<file path="config.mk">
export PLATFORM = sky130hd
export DESIGN_NAME = bram_stream_loader
export DESIGN_NICKNAME = d
export VERILOG_FILES = /design/src/rtl/bram_stream_loader_pkg.sv /design/src/rtl/bram_stream_loader.sv
export SDC_FILE = /design/constraint.sdc
export NUM_CORES = 1
export LEC_CHECK = 0
export ABC_AREA = 1
export CELL_PAD_IN_SITES_DETAIL_PLACEMENT = 2
export CELL_PAD_IN_SITES_GLOBAL_PLACEMENT = 2
export CORE_UTILIZATION = 23
export DETAILED_ROUTE_END_ITERATION = 16
export GPL_TIMING_DRIVEN = 0
export PLACE_DENSITY_LB_ADDON = 0.12
export SYNTH_ARGS = -nofsm -noshare
export SYNTH_HDL_FRONTEND = slang
export SYNTH_SLANG_ARGS = --single-unit
export TNS_END_PERCENT = 100
</file>
<file path="constraint.sdc">
create_clock -name clk -period 2.3 [get_ports clk]
set_clock_uncertainty 0.2 [all_clocks]
set_input_delay 0.23 -clock clk [delete_from_list [all_inputs] [get_ports clk]]
set_output_delay 0.23 -clock clk [all_outputs]
set_load 0.02 [all_outputs]
</file>
<file path="src/rtl/bram_stream_loader_pkg.sv">
// Shared constants and FSM encoding for the BRAM stream loader and its data-request sibling.
package bram_stream_loader_pkg;

    localparam int unsigned NUM_BYTE       = 4;
    localparam int unsigned DEF_DATA_WIDTH = 32;
    localparam int unsigned DEF_ADDR_WIDTH = 32;
    localparam int unsigned DEF_REG_WIDTH  = 32;

    typedef enum logic [1:0] {
        ST_IDLE = 2'd0,
        ST_LOAD = 2'd1,
        ST_DONE = 2'd2
    } state_t;

endpackage

</file>
<file path="src/rtl/bram_stream_loader.sv">
// Streams host words into a BRAM write port, one registered write per accepted beat.
// Define LOADER_CHECKSUM_EN to accumulate an additive checksum of the written words.
module bram_stream_loader
    import bram_stream_loader_pkg::*;
#(
    parameter int unsigned DATA_WIDTH = DEF_DATA_WIDTH,
    parameter int unsigned ADDR_WIDTH = DEF_ADDR_WIDTH,
    parameter int unsigned REG_WIDTH  = DEF_REG_WIDTH,
    parameter int unsigned ADDR_STEP  = NUM_BYTE
) (
    input  logic                  clk,
    input  logic                  rst,
    input  logic                  i_start,
    input  logic                  i_abort,
    input  logic [ADDR_WIDTH-1:0] i_base_addr,
    input  logic [REG_WIDTH-1:0]  i_num_words,
    input  logic [DATA_WIDTH-1:0] s_dat,
    input  logic                  s_val,
    input  logic                  s_last,
    output logic                  s_rdy,
    output logic [ADDR_WIDTH-1:0] o_addr,
    output logic                  o_wren,
    output logic [DATA_WIDTH-1:0] o_idat,
    output logic                  o_busy,
    output logic                  o_done,
    output logic                  o_err,
    output logic [REG_WIDTH-1:0]  o_count,
    output logic [DATA_WIDTH-1:0] o_checksum
);

    state_t                state;
    state_t                state_nxt;
    logic [ADDR_WIDTH-1:0] next_addr;
    logic [REG_WIDTH-1:0]  num_q;
    logic                  accept;
    logic                  beat;
    logic                  final_beat;
    logic                  frame_err;

    // State register
    always_ff @(posedge clk) begin
        if (rst) begin
            state <= ST_IDLE;
        end else begin
            state <= state_nxt;
        end
    end

    // Next-state and handshake decode; abort wins and masks the beat in its cycle
    always_comb begin
        state_nxt  = state;
        s_rdy      = 1'b0;
        o_busy     = 1'b0;
        o_done     = 1'b0;
        accept     = 1'b0;
        beat       = 1'b0;
        final_beat = 1'b0;
        frame_err  = 1'b0;
        unique case (state)
            ST_IDLE: begin
                if (i_start) begin
                    accept    = 1'b1;
                    state_nxt = (i_num_words == '0) ? ST_DONE : ST_LOAD;
                end
            end
            ST_LOAD: begin
                o_busy = 1'b1;
                if (i_abort) begin
                    state_nxt = ST_IDLE;
                end else begin
                    s_rdy = 1'b1;
                    beat  = s_val;
                    if (s_val) begin
                        final_beat = (o_count == num_q - REG_WIDTH'(1));
                        // s_last must land exactly on the final word; either mismatch is a framing error
                        frame_err  = final_beat ^ s_last;
                        if (final_beat || s_last) begin
                            state_nxt = ST_DONE;
                        end
                    end
                end
            end
            ST_DONE: begin
                o_done    = 1'b1;
                state_nxt = ST_IDLE;
            end
            default: begin
                state_nxt = ST_IDLE;
            end
        endcase
    end

    // Write stage, word index and sticky error
    always_ff @(posedge clk) begin
        if (rst) begin
            num_q     <= '0;
            next_addr <= '0;
            o_count   <= '0;
            o_addr    <= '0;
            o_idat    <= '0;
            o_wren    <= 1'b0;
            o_err     <= 1'b0;
        end else begin
            o_wren <= beat;
            if (accept) begin
                num_q     <= i_num_words;
                next_addr <= i_base_addr;
                o_count   <= '0;
                o_err     <= 1'b0;
            end
            if (beat) begin
                o_addr    <= next_addr;
                o_idat    <= s_dat;
                next_addr <= next_addr + ADDR_WIDTH'(ADDR_STEP);
                o_count   <= o_count + REG_WIDTH'(1);
            end
            if (frame_err) begin
                o_err <= 1'b1;
            end
        end
    end

`ifdef LOADER_CHECKSUM_EN
    // Running sum moves in step with o_wren and holds after completion
    always_ff @(posedge clk) begin
        if (rst) begin
            o_checksum <= '0;
        end else if (accept) begin
            o_checksum <= '0;
        end else if (beat) begin
            o_checksum <= o_checksum + s_dat;
        end
    end
`else
    assign o_checksum = '0;
`endif

endmodule

</file>
==> out/results.tsv, run 1 <==
metric	value	unit
status	finished with violations	
failing checks	setup timing	
total power	7.67	mW
DIE WIDTH	200	microns
leakage	5.16	nW
CP max stage delay	380	ps
placed insts	2112	
Seq cells post-synth	164	
WHS Path Cells	3	
# IOs	235	
synthesized instance count	1361	
Post-DP Area	11800	sq um
first-pass GRT wire length	62600	microns
ant diodes	0	
vias in the first global route	10763	
Required @ worst endpoint	2480	ps
Die H	200	microns
kind of cell adding the most delay to the critical path	simple AND/OR/NAND/NOR gates	
core box area	38600	sq um
hold-fix buffers at CTS	0	
most frequent cells in the layout	262 x nand2_1, 224 x nor2_1, 201 x clkdlybuf4s50_1	
slowest cell on the critical path	dfxtp_1	
drt wl/cell	19.4	microns
EDFF count, synth	0	
H-tree depth	4	
GR Util All Layers	21.2	%
top-area cell type share of the netlist area	36.5	%
RSZ-0062 raised after global routing	yes	
Final Non-Filler Cells	2157	
commonest non-fill, non-tap cell in the layout	nand2_1	
Bufs and invs on worst path	0	
total congestion overflow	0	
cells taking the most area after synthesis	dfxtp_1 37%, nand2_1 11%, nor2_1 10%	
HPWL Detailed	33000	microns
Layout Nets	1732	
# DRC	0	
total iterations of the first detailed-routing run	8	
post-synth top area cell	dfxtp_1	
worst slew pin tran	872	ps
worst r2r path cells	12	
GPL Wtd Cong	0.838	
total CTS buffers	17	
largest net degree at the start of global routing	17	
CP max FO	5	
CP startpoint	num_q[5]	
Die ar.	39900	sq um
Main synth FF type	dfxtp_1	
hold path start	i_base_addr[7]	
CTS tree	built	
syn_area_per_cell	6.61	sq um
kind of end point of the critical path	flop	
Slew HR	41.9	%
minimum clock period	2600	ps
period utilization	113	%
initial antenna violation count	0	
critical path launch point type	flop	
max-cap violation count	0	
synth warn	0	
hold_ws	142	ps
Critical Path Most Common Cell	nor2_4	
setup violators final	3	
Layout area overhead	42.2	%
I/O Buffers	202	
ANT nets after route	0	
DRT Wirelength	41800	microns
Root Buffer	clkbuf_16	
Highest Clock Rate	385	MHz
asr flop ratio synth	0	%
Vias	10018	
Rows	72	
CP Class	reg -> reg	
sequential fraction of the synthesis area	36.5	%
Final Cell Area	12800	sq um
Clk pin slew, worst setup/hold paths	80	ps
crit-path cells	nor2_2 -> nand2_1 -> nor2_4 -> nand2_2 -> nor2_4 -> nand4_1 -> xor2_1 -> nand3_4 -> ha_4 -> o21ai_4 -> o311ai_1 -> a21oi_1	
Initial Util	23.3	%
Netlist cell types	52	
HP Class	in -> reg	
clock sinks	164	
CP Depth	12	
share of layout cells above drive strength 1	12.8	%
via/cell ratio	4.64	
CTS max path bufs	2	
Post-Synthesis Cell Area	8990	sq um
fin util	33.1	%
VDD IR max	0.475	mV
Power Dens Cells	599	nW/um^2
max-slew violations	0	
Place WS	-925	ps
Clk Latency, worst-skew pair	460	ps
WP data arrival	2780	ps
Setup TNS Final	-793	ps
Fin. Hold Viols	0	
reg-to-reg startpoint	num_q[5]	
Initial DRC Count	281	
setup ws final	-298	ps
==> layer usage <==
layer  track usage, %  up-vias  share of wire, %  wire length [microns]
li1                 -     4877                 -                      -
met2             38.3      167                51                  21300
met4             5.48        0               1.5                    623
met5                0        -                 0                      0
met1             25.7     4949                44                  18400
met3             3.61       25               3.5                   1440
==> what timing repair did <==
item,in CTS,in global routing
endpoints found under the setup margin,23,50
buffers inserted,4,9
gates resized for setup,41,60
pin swaps,8,13
==> Yosys cell counts (all sizes together) (2+ instances only) <==
master / instances
xor2: 21
buf: 57
nor4: 9
o211ai: 5
a32o: 3
o31ai: 4
and3: 2
clkbuf: 27
inv: 149
nand4: 31
nor2: 270
nor3b: 2
or2: 4
a211oi: 18
a21oi: 49
and2: 2
o22ai: 6
nand3: 73
a221oi: 2
xnor2: 9
nand3b: 11
nand2: 275
ha: 4
nor3: 42
dfxtp: 164
o21ai: 110
a31oi: 3
==> kinds of logic after synthesis <==
group / Yosys count / synth area share, %
buffers and inverters: 234 / 11.4
xor gates and xnor gates: 30 / 2.92
and+or+nand+nor: 721 / 35.6
adders and majority gates: 4 / 0.556
AOI/OAI and AO/OA: 207 / 13.0
DFF: 164 / 36.5
other: 1 / 0.0417
==> sequential cells by signal, summed over array words and instances (netlist names) <==
| signal | cells |
|---|---|
| next_addr | 32 |
| num_q | 32 |
| o_addr | 32 |
| o_count | 32 |
| o_idat | 32 |
| state | 2 |
| o_err | 1 |
| o_wren | 1 |
==> area by class of cell <==
type                    count  area (sq um)
plain buffers              84           479
multi-input cells         994          5060
inverters                 150           566
repair buffers            215          2120
fillers                  4581         25900
flip-flops and latches    164          3310
clock inverters            14           166
clock buffers              18           439
well taps                 518           648
==> power by group <==
group | switching [mW] | internal, mW | leakage, nW
Combinational | 0.898 | 0.585 | 3.52
Clock | 1.40 | 1.67 | 0.293
Sequential | 0.147 | 2.97 | 1.34
==> worst register-to-register path: stages (launching register included) <==
cell      delay, ps
dfxtp_1         380
nor2_2          190
nand2_1         120
nor2_4          190
nand2_2         110
nor2_4          140
nand4_1         240
xor2_1          290
nand3_4         130
ha_4            190
o21ai_4         120
o311ai_1        120
a21oi_1         130
==> path summary, 6_finish.rpt <==
| check | endpoint | slack [ps] |
|---|---|---|
| setup / recovery | state[1] | -300 |
| hold reg to reg | o_idat[13] | 280 |
| setup reg to reg | state[1] | -300 |
| hold / removal | next_addr[7] | 140 |
No activity file was read; power rests on OpenSTA's default activity.
==> run 2, diff against run 1 <==
--- a/config.mk
+++ b/config.mk
@@ -9,6 +9,7 @@
 export CELL_PAD_IN_SITES_DETAIL_PLACEMENT = 2
 export CELL_PAD_IN_SITES_GLOBAL_PLACEMENT = 2
 export CORE_UTILIZATION = 23
+export CTS_CLUSTER_DIAMETER = 50
 export DETAILED_ROUTE_END_ITERATION = 16
 export GPL_TIMING_DRIVEN = 0
 export PLACE_DENSITY_LB_ADDON = 0.12
==> results of run 2 <==
Final layout, timing and power as in run 1 (identical DEF).
==> run 3, diff against run 2 <==
--- a/config.mk
+++ b/config.mk
@@ -8,11 +8,12 @@
 export ABC_AREA = 1
 export CELL_PAD_IN_SITES_DETAIL_PLACEMENT = 2
 export CELL_PAD_IN_SITES_GLOBAL_PLACEMENT = 2
-export CORE_UTILIZATION = 23
+export CORE_UTILIZATION = 26
 export CTS_CLUSTER_DIAMETER = 50
 export DETAILED_ROUTE_END_ITERATION = 16
 export GPL_TIMING_DRIVEN = 0
 export PLACE_DENSITY_LB_ADDON = 0.12
+export SLEW_MARGIN = 20
 export SYNTH_ARGS = -nofsm -noshare
 export SYNTH_HDL_FRONTEND = slang
 export SYNTH_SLANG_ARGS = --single-unit
==> constraint.sdc (replaced) <==
create_clock -name clk -period 2.4 [get_ports clk]
set_clock_uncertainty 0.2 [all_clocks]
set_input_delay 0.24 -clock clk [delete_from_list [all_inputs] [get_ports clk]]
set_output_delay 0.24 -clock clk [all_outputs]
set_load 0.02 [all_outputs]
==> run 3 against run 2 <==
The run still ends with setup timing left. Combinational power about the same. Fmax is 0.83% lower. Routed wire length down 1.9%. Via count grew 1.1%. Clock power fell by 4%. Non-clock buffer count is 5 higher.
==> out/results.tsv, run 3 (synthesis results as in run 1) <==
metric	value	unit	change
status	finished with violations		
failing checks	setup timing		
ANT nets after route	0		unchanged
HP Class	in -> reg		
HPWL Detailed	31600	microns	-4.3%
Clk Latency, worst-skew pair	460	ps	about the same
# DRC	0		unchanged
Logic pwr share	20.0	%	+0.7 points
largest net degree at the start of global routing	18		+1
total iterations of the first detailed-routing run	4		-4
worst r2r path cells	13		+1
GR Util All Layers	23.1	%	+1.9 points
minimum clock period	2620	ps	+21.8 ps
Vias	10130		+1.1%
max-cap violation count	0		unchanged
switching pwr	2.43	mW	-0.67%
core box area	33800	sq um	-13%
Required @ worst endpoint	2510	ps	+30 ps
total power	7.46	mW	-2.8%
CTS tree	built		
fin util	38.0	%	+4.9 points
total congestion overflow	0		unchanged
drt wl/cell	19.6	microns	+1.1%
setup violators final	3		unchanged
WP data arrival	2730	ps	-50 ps
# IOs	235		unchanged
Fin. Hold Viols	0		unchanged
Root Buffer	clkbuf_16		
Power Dens Cells	581	nW/um^2	-3.1%
via/cell ratio	4.84		+4.2%
I/O Buffers	202		unchanged
hold-fix buffers at CTS	0		unchanged
RSZ-0062 raised after global routing	yes		
max-slew violations	0		unchanged
most frequent cells in the layout	261 x nand2_1, 212 x nor2_1, 202 x clkdlybuf4s50_1		
total internal power	5.02	mW	-3.7%
CP max FO	5		unchanged
Layout area overhead	42.8	%	
initial antenna violation count	2		+2
Die ar.	35300	sq um	-11%
switch share	32.6	%	+0.69 points
DIE WIDTH	188	microns	-5.9%
vias in the first global route	10971		+1.9%
H-tree depth	4		unchanged
Initial Util	26.6	%	+3.4 points
DRT Wirelength	41000	microns	-1.9%
Rows	67		-6.9%
WHS Path Cells	3		unchanged
Clock Power Share	39.7	%	-0.3 points
clock sinks	164		unchanged
period utilization	109	%	-3.8 points
total CTS buffers	17		unchanged
Die H	188	microns	-5.9%
leakage	5.16	nW	about the same
share of layout cells above drive strength 1	14.2	%	+1.4 points
Highest Clock Rate	382	MHz	-0.83%
worst slew pin tran	830	ps	-42.3 ps
Sequential Power Share	40.2	%	-0.4 points
setup ws final	-219	ps	+78.2 ps
Filler Cell Count	3968		-13%
Slew HR	44.7	%	+2.8 points
Place WS	-1170	ps	-248 ps
VDD IR max	0.530	mV	+12%
CP Class	reg -> reg		
CTS max path bufs	2		unchanged
first-pass GRT wire length	62100	microns	-0.84%
Layout Nets	1737		+0.29%
kind of end point of the critical path	flop		
commonest non-fill, non-tap cell in the layout	nand2_1		
GPL Wtd Cong	0.872		+3.9%
Clk pin slew, worst setup/hold paths	80	ps	about the same
critical path launch point type	flop		
Initial DRC Count	325		+16%
Setup TNS Final	-521	ps	+272 ps
run 3: area by class of cell:
type | instances | area, sq um | area share (%)
diodes | 1 | 2.50 | 0.0195
plain buffers | 84 | 473 | 3.68
clock buffers | 17 | 425 | 3.31
clock inverters | 15 | 185 | 1.44
inverters | 150 | 566 | 4.40
multi-input cells | 994 | 5160 | 40.2
flip-flops and latches | 164 | 3300 | 25.7
well taps | 448 | 561 | 4.37
repair buffers | 220 | 2160 | 16.8
run 3: repair_timing:
action / in CTS / in global routing
resized for setup: 55 / 68
endpoints found under the setup margin: 6 / 27
setup buffers: 8 / 10
pin swaps: 19 / 25
run 3: final timing paths:
check / startpoint / to / slack [ps]
max: num_q[2] / state[0] / -220
min: i_base_addr[8] / next_addr[8] / 130
max reg2reg: num_q[2] / state[0] / -220
min reg2reg: o_idat[26] / o_idat[26] / 290
run 3: stage by stage:
step           cell area [sq um]  hold slack [ps]  cells
3_3_place_gp               11700              262   2042
5_1_grt                    12800              162   2093
3_5_place_dp               11700              276   2042
2_1_floorplan               9110              168   1392
6_report                   12800              133   2093
4_1_cts                    12500              117   2082
run 3: power by group through the flow:
stage | Combinational, mW | Sequential (mW) | Clock, mW
floorplan | 0.713 | 3.04 | 0
global placement | 1.30 | 3.03 | 0
detailed placement | 1.33 | 3.04 | 0
CTS | 1.42 | 2.98 | 3.03
global route | 1.64 | 3.02 | 3.13
finish | 1.49 | 3.00 | 2.96
run 3: layer usage:
metal / wire, microns / vias up / share of wire [%] / GRT usage, %
met5: 0 / - / 0 / 0
met4: 895 / 0 / 2.2 / 7.72
met3: 1430 / 43 / 3.5 / 3.87
met2: 21100 / 198 / 52 / 42.5
met1: 17500 / 5001 / 43 / 26.8
li1: - / 4888 / - / -
run 3: critical path: stages (launching register included):
cell	delay (ps)
dfxtp_2	370
nor2_4	170
nand2_4	100
nor2_4	150
buf_4	130
nand2_2	90
nor2_4	130
nand4_1	250
xor2_2	260
nand3_4	130
ha_4	180
o21ai_4	130
buf_4	120
a21oi_1	50
